<file path="src/rtl/hvsync_recover_pkg.sv">
`default_nettype none
// ============================================================================
// Module      : hvsync_recover_pkg
// Description : Shared CRT sync timing constants, recovery state encoding and
//               a saturating-increment helper.
// Revision    : 1.0 - initial release
// ============================================================================
package hvsync_recover_pkg;

    localparam int c_H_DISPLAY    = 256;
    localparam int c_H_MAX        = 308;
    localparam int c_H_SYNC_START = 264;
    localparam int c_V_DISPLAY    = 240;
    localparam int c_V_MAX        = 261;
    localparam int c_V_SYNC_START = 254;

    // The generator registers its sync outputs and the recoverer detects the
    // rise one cycle later, hence the two-cycle offset on the horizontal edge.
    localparam int c_H_EDGE_POS   = c_H_SYNC_START + 2;
    localparam int c_V_EDGE_POS   = c_V_SYNC_START;

    localparam int c_LOCK_LINES   = 4;
    localparam int c_MISS_LIMIT   = 2;

    typedef enum logic [0:0] {
        SEARCH = 1'b0,
        LOCKED = 1'b1
    } sync_state_t;

    function automatic logic [9:0] sat_inc10(input logic [9:0] v);
        return (v == 10'h3FF) ? v : v + 10'd1;
    endfunction

endpackage
`default_nettype wire

</file>
<file path="src/rtl/hvsync_recover_sync_edge_detect.sv">
`default_nettype none
// ============================================================================
// Module      : sync_edge_detect
// Description : 1-bit rising-edge detector; the history register preloads
//               high in reset so a level held through reset gives no edge.
// Revision    : 1.0 - initial release
// ============================================================================
module sync_edge_detect (
    input  logic clk,
    input  logic reset,
    input  logic din,
    output logic rise
);

    logic r_q;

    always_ff @(posedge clk) begin
        if (reset) begin
            r_q <= 1'b1;
        end else begin
            r_q <= din;
        end
    end

    assign rise = din & ~r_q;

endmodule
`default_nettype wire

</file>
<file path="src/rtl/hvsync_recover.sv">
`default_nettype none
// ============================================================================
// Module      : hvsync_recover
// Description : Recovers beam position, display enable, line/frame lengths and
//               lock status from an incoming hsync/vsync pair.
// Revision    : 1.0 - initial release
// ============================================================================
module hvsync_recover
    import hvsync_recover_pkg::*;
#(
    parameter int H_DISPLAY  = c_H_DISPLAY,
    parameter int H_MAX      = c_H_MAX,
    parameter int H_EDGE_POS = c_H_EDGE_POS,
    parameter int V_DISPLAY  = c_V_DISPLAY,
    parameter int V_MAX      = c_V_MAX,
    parameter int V_EDGE_POS = c_V_EDGE_POS,
    parameter int LOCK_LINES = c_LOCK_LINES,
    parameter int MISS_LIMIT = c_MISS_LIMIT
) (
    input  logic       clk,
    input  logic       reset,
    input  logic       hsync_in,
    input  logic       vsync_in,
    output logic [8:0] hpos,
    output logic [8:0] vpos,
    output logic       display_on,
    output logic       locked,
    output logic [9:0] line_len,
    output logic [9:0] frame_lines
);

    localparam logic [8:0] c_HMAX   = 9'(H_MAX);
    localparam logic [8:0] c_HEDGE  = 9'(H_EDGE_POS);
    localparam logic [8:0] c_HPRE   = 9'(H_EDGE_POS - 1);
    localparam logic [8:0] c_HDISP  = 9'(H_DISPLAY);
    localparam logic [8:0] c_VMAX   = 9'(V_MAX);
    localparam logic [8:0] c_VEDGE  = 9'(V_EDGE_POS);
    localparam logic [8:0] c_VDISP  = 9'(V_DISPLAY);
    localparam int         c_HCNT_W = $clog2(LOCK_LINES + 1);
    localparam int         c_MCNT_W = $clog2(MISS_LIMIT + 1);
    localparam logic [c_HCNT_W-1:0] c_HCNT_FULL = c_HCNT_W'(LOCK_LINES);
    localparam logic [c_MCNT_W-1:0] c_MCNT_LAST = c_MCNT_W'(MISS_LIMIT - 1);

    logic [8:0]          r_hpos;
    logic [8:0]          r_vpos;
    logic [9:0]          r_lc;
    logic [9:0]          r_fc;
    logic [9:0]          r_line_len;
    logic [9:0]          r_frame_lines;
    logic                r_locked;
    sync_state_t         r_state;
    logic [c_HCNT_W-1:0] r_hcnt;
    logic [c_MCNT_W-1:0] r_mcnt;
    logic                r_vok;

    logic w_hrise;
    logic w_vrise;
    logic w_h_at_max;
    logic w_hmatch;
    logic w_vmatch;
    logic w_hmiss;

    sync_edge_detect u_hedge (
        .clk   (clk),
        .reset (reset),
        .din   (hsync_in),
        .rise  (w_hrise)
    );

    sync_edge_detect u_vedge (
        .clk   (clk),
        .reset (reset),
        .din   (vsync_in),
        .rise  (w_vrise)
    );

    assign w_h_at_max = (r_hpos == c_HMAX);
    assign w_hmatch   = w_hrise && (r_hpos == c_HPRE);
    assign w_vmatch   = w_vrise && (r_vpos == c_VEDGE);
    // A missing edge at the expected slot and an edge anywhere else both count.
    assign w_hmiss    = ((r_hpos == c_HPRE) && !w_hrise) || (w_hrise && !w_hmatch);

    always_ff @(posedge clk) begin
        if (reset) begin
            r_hpos        <= '0;
            r_vpos        <= '0;
            r_lc          <= '0;
            r_fc          <= '0;
            r_line_len    <= '0;
            r_frame_lines <= '0;
        end else begin
            if (w_hrise) begin
                r_hpos <= c_HEDGE;
            end else if (w_h_at_max) begin
                r_hpos <= '0;
            end else begin
                r_hpos <= r_hpos + 9'd1;
            end

            if (w_vrise) begin
                r_vpos <= c_VEDGE;
            end else if (w_h_at_max && !w_hrise) begin
                r_vpos <= (r_vpos == c_VMAX) ? 9'd0 : r_vpos + 9'd1;
            end

            if (w_hrise) begin
                r_lc       <= '0;
                r_line_len <= sat_inc10(r_lc);
            end else begin
                r_lc       <= sat_inc10(r_lc);
            end

            // An hsync coinciding with vsync is the first line of the new frame.
            if (w_vrise) begin
                r_frame_lines <= r_fc;
                r_fc          <= w_hrise ? 10'd1 : 10'd0;
            end else if (w_hrise) begin
                r_fc          <= sat_inc10(r_fc);
            end
        end
    end

    always_ff @(posedge clk) begin
        if (reset) begin
            r_state  <= SEARCH;
            r_locked <= 1'b0;
            r_hcnt   <= '0;
            r_mcnt   <= '0;
            r_vok    <= 1'b0;
        end else begin
            case (r_state)
                SEARCH: begin
                    if (w_hmatch) begin
                        if (r_hcnt != c_HCNT_FULL) begin
                            r_hcnt <= r_hcnt + 1'b1;
                        end
                    end else if (w_hrise) begin
                        r_hcnt <= '0;
                    end

                    if (w_vmatch) begin
                        r_vok <= 1'b1;
                    end else if (w_vrise) begin
                        r_vok <= 1'b0;
                    end

                    if ((r_hcnt == c_HCNT_FULL) && r_vok) begin
                        r_state  <= LOCKED;
                        r_locked <= 1'b1;
                        r_mcnt   <= '0;
                    end
                end
                LOCKED: begin
                    if ((w_vrise && !w_vmatch) || (w_hmiss && (r_mcnt == c_MCNT_LAST))) begin
                        r_state  <= SEARCH;
                        r_locked <= 1'b0;
                        r_hcnt   <= '0;
                        r_vok    <= 1'b0;
                        r_mcnt   <= '0;
                    end else if (w_hmatch) begin
                        r_mcnt <= '0;
                    end else if (w_hmiss) begin
                        r_mcnt <= r_mcnt + 1'b1;
                    end
                end
                default: begin
                    r_state  <= SEARCH;
                    r_locked <= 1'b0;
                end
            endcase
        end
    end

    assign hpos        = r_hpos;
    assign vpos        = r_vpos;
    assign locked      = r_locked;
    assign line_len    = r_line_len;
    assign frame_lines = r_frame_lines;
    assign display_on  = r_locked && (r_hpos < c_HDISP) && (r_vpos < c_VDISP);

endmodule
`default_nettype wire

</file>
<file path="config.mk">
export PLATFORM = sky130hd
export DESIGN_NAME = hvsync_recover
export DESIGN_NICKNAME = d
export VERILOG_FILES = /design/src/rtl/hvsync_recover_pkg.sv /design/src/rtl/hvsync_recover_sync_edge_detect.sv /design/src/rtl/hvsync_recover.sv
export SDC_FILE = /design/constraint.sdc
export NUM_CORES = 1
export LEC_CHECK = 0
export BUFFER_PORTS_ARGS = -buffer_cell sky130_fd_sc_hd__buf_2
export CAP_MARGIN = 20
export CORE_ASPECT_RATIO = 1.75
export CORE_MARGIN = 1.5
export CORE_UTILIZATION = 48
export DETAILED_ROUTE_END_ITERATION = 8
export MAX_ROUTING_LAYER = met4
export PLACE_DENSITY = 0.71
export SLEW_MARGIN = 15
export SYNTH_ARGS = -nofsm -noshare
export SYNTH_HDL_FRONTEND = slang
export SYNTH_SLANG_ARGS = --single-unit
export TNS_END_PERCENT = 5
</file>
<file path="constraint.sdc">
create_clock -name clk -period 2.2 [get_ports clk]
set_clock_uncertainty 0.05 [all_clocks]
set_input_delay 0 -clock clk [delete_from_list [all_inputs] [get_ports clk]]
set_output_delay 0 -clock clk [all_outputs]
set_load 0.1 [all_outputs]
</file>
==> impl_metrics.json <==
{
  "async_reset_ff_share_pct": 0,
  "holdPathEnd": "r_state",
  "tns_ns": 0,
  "cp-end-kind": "register",
  "n_antenna_cell": 0,
  "die_w_um": 64.85,
  "die_h_um": 111.2,
  "ys.flop_type": "dfxtp_1",
  "min_path_type": "in -> reg",
  "slowest_stage": "nor3_1",
  "grt_usage_pct": 23.27,
  "post_synth_num_cell_types": 55,
  "cts_tree": "done",
  "dr.pass1.iters": 4,
  "core_um2": 6490,
  "ir_worst_vdd_uv": 560.4,
  "r2r_start": "r_lc[0]",
  "drt_iter0_markers": 229,
  "routed_via_density": 5.682,
  "gp_congestion": 0.8599,
  "ant_nets": 0,
  "grt_pass1_vias": 2800,
  "path_class": "reg -> reg",
  "cp-start-kind": "register",
  "ios": 44,
  "yosys_warnings": 0,
  "grt_first_pass_wirelength_um": 12770,
  "crit_start": "r_lc[0]",
  "drive_above_1_share_pct": 20.00,
  "drt-total-wl_um": 7389,
  "final_nets": 443,
  "dp_cells": 495,
  "crit_chain": "ha_1, nand4_1, nor3_1, xnor2_1, a22o_1",
  "cts_root_buf": "clkbuf_16",
  "max_freq_mhz": 501.0,
  "hpwl_um": 5414,
  "cts_sinks": 68,
  "wl_per_cell_um": 14.43,
  "clock_latency_ns": 0.33,
  "worstMarginPinSlew_ns": 0.6320,
  "crit_required_ns": 2.37,
  "critPathMaxStageDelay_ns": 0.47,
  "syn_area_um2": 3213,
  "hold_viol": 0,
  "power_mw": 2.937,
  "hold_path.startpoint": "reset",
  "finalSetupViolCount": 0,
  "p_leak_nw": 1.549,
  "grt-ovfl-total": 0,
  "status": "completed",
  "yosysSeqAreaShare_pct": 42.37,
  "drv_slew": 0,
  "postCtsSetupBuffers": 0,
  "ctsHtreeMaxLevel": 3,
  "ctsHoldBuffers": 2,
  "ys_seq_elements": 68,
  "synth_area_per_cell_um2": 8.478,
  "synth_cells": 379,
  "place_ws_ns": 0.2382,
  "synthesis.nets": 396,
  "worstPathMaxFanout": 8,
  "vias": 2909,
  "clock_path_buffers": 2,
  "fill_cells": 571,
  "num_rows": 39,
  "fin_ws_ns": 0.2039,
  "cp_data_arrival_time_ns": 2.17,
  "r2r_end": "line_len[0]",
  "power_density_nw_per_um2": 764.3,
  "start_util_pct": 49.51,
  "maxCapViolations": 0,
  "area.growth.synth_to_final_pct": 19.59,
  "rrSetupSlack_ns": 0.20,
  "post_cts_resized": 0,
  "drc": 0,
  "post-route-period-util_pct": 90.73,
  "dieArea_um2": 7213,
  "synth_edf_count": 0,
  "period_minus_slack_ns": 1.996,
  "antenna_found_initial": 0,
  "worstRegToRegCells": 5,
  "finish.utilization_pct": 59.21,
  "instances_no_fill": 512,
  "path_clk_slew_ns": 0.05,
  "whs_path_depth": 2,
  "grt_max_degree": 36,
  "cts_made_buffers": 9,
  "slew_headroom_pct": 57.61,
  "port_buffers": 43,
  "rsz0062_at_grt": "false"
}
-- worst max-delay path, delay by kind of cell, from the launching register on --
| family | cells | cell delay [ns] |
|---|---|---|
| simple gates | 2 | 0.63 |
| flops | 1 | 0.41 |
| fa+ha+maj | 1 | 0.33 |
| compound gates | 1 | 0.26 |
| xor+xnor | 1 | 0.21 |
-- cell type report --
cell class	instances	area [um^2]	area share, %
clock inverters	1	5.005	0.1303
repair buffers	52	287.8	7.489
flip-flops and latches	68	1374	35.75
clock buffers	14	284.0	7.392
inverters	11	41.29	1.075
well taps	82	102.6	2.670
multi-input cells	284	1748	45.49
-- logic make-up (layout without fill, tap and decap cells) --
logic type | count (synthesis) | after routing | share of synthesized area (%)
and+or+nand+nor | 179 | 179 | 29.52
AOI/OAI and AO/OA | 77 | 77 | 15.62
DFF | 68 | 68 | 42.37
buffers and inverters | 27 | 78 | 3.232
adders and majority gates | 13 | 13 | 5.062
xor gates and xnor gates | 12 | 12 | 3.271
muxes | 3 | 3 | 0.9346
-- registers in the layout, summed over array words and instances (netlist names) --
name and flops:
vpos 9, frame_lines 10, r_lc 10, line_len 10, r_vok 1, r_fc 10
r_hcnt 3, u_hedge.r_q 1, locked 1, r_state 1, u_vedge.r_q 1, r_mcnt 2
hpos 9
-- metal layers --
layer | routed length, um | part of all wire, % | global-route usage, %
met1 | 2987 | 40 | 23.76
met5 | 0 | 0 | -
met4 | 221 | 3.0 | 11.21
met3 | 241 | 3.3 | 6.396
met2 | 3939 | 53 | 40.00
-- how the worst max path moves through the flow --
stage                  end  slack, ns
3_5_place_dp     r_hcnt[2]       0.24
5_1_grt            vpos[3]       0.06
4_1_cts          r_hcnt[1]       0.23
6_report       line_len[0]       0.20
3_3_place_gp   line_len[0]       0.27
2_1_floorplan      vpos[6]      -0.07
-- cell usage in the layout (no fill, tap or decap), types with 2 or more instances in the layout --
cell type      instances
or4_1                  4
a211oi_1               5
nor4_1                 2
nand2b_1               8
buf_4                  7
clkbuf_8               4
o2bb2ai_1              2
and3_1                12
o21ai_0               16
a21o_1                 3
a21oi_1               21
mux2i_1                3
and4_1                 4
dfxtp_2               10
xnor2_1                5
nor2_1                35
o21a_1                 2
o211ai_1               3
xor2_1                 7
nor3b_1                3
nand2_1               46
nand4_1               10
ha_1                  13
nor2b_1                2
o31ai_1                6
and2_1                 4
nand3_1               17
a31oi_1                8
nor3_1                11
dlygate4sd3_1          2
dfxtp_1               58
or2_2                  2
or3_1                  5
clkbuf_16              9
inv_1                 11
nand4b_1               2
buf_2                 43
nor4b_1                3
-- synth_stat cells (3+ instances only) --
cell type,n,area (um^2)
a211oi_1,5,37.54
a21o_1,3,22.52
a21oi_1,21,105.1
a31oi_1,8,50.05
and2_1,4,25.02
and3_1,12,75.07
and4_1,4,35.03
clkbuf_1,12,45.04
dfxtp_1,68,1361
ha_1,13,162.7
inv_1,11,41.29
mux2i_1,3,30.03
nand2_1,46,172.7
nand2b_1,8,50.05
nand3_1,17,85.08
nand4_1,10,62.56
nor2_1,35,131.4
nor3_1,11,55.05
nor3b_1,3,22.52
nor4b_1,3,26.28
o211ai_1,3,22.52
o21ai_0,16,80.08
o31ai_1,6,45.04
or3_1,5,31.28
or4_1,4,30.03
xnor2_1,5,43.79
xor2_1,7,61.31
-- through the flow --
stage | hold slack (ns) | area (um^2)
after CTS | 0.1254 | 3842
after global routing | 0.1838 | 3842
after detailed placement | 0.1601 | 3533
after floorplan | 0.05658 | 3226
final | 0.1299 | 3842
after global placement | 0.1614 | 3533
-- where the power goes --
| part | switching, mW | internal [mW] |
|---|---|---|
| sequential | 0.0323 | 1.26 |
| clock | 0.483 | 0.877 |
| combinational | 0.218 | 0.0647 |
Note: power is estimated with default switching activity, not from simulation.
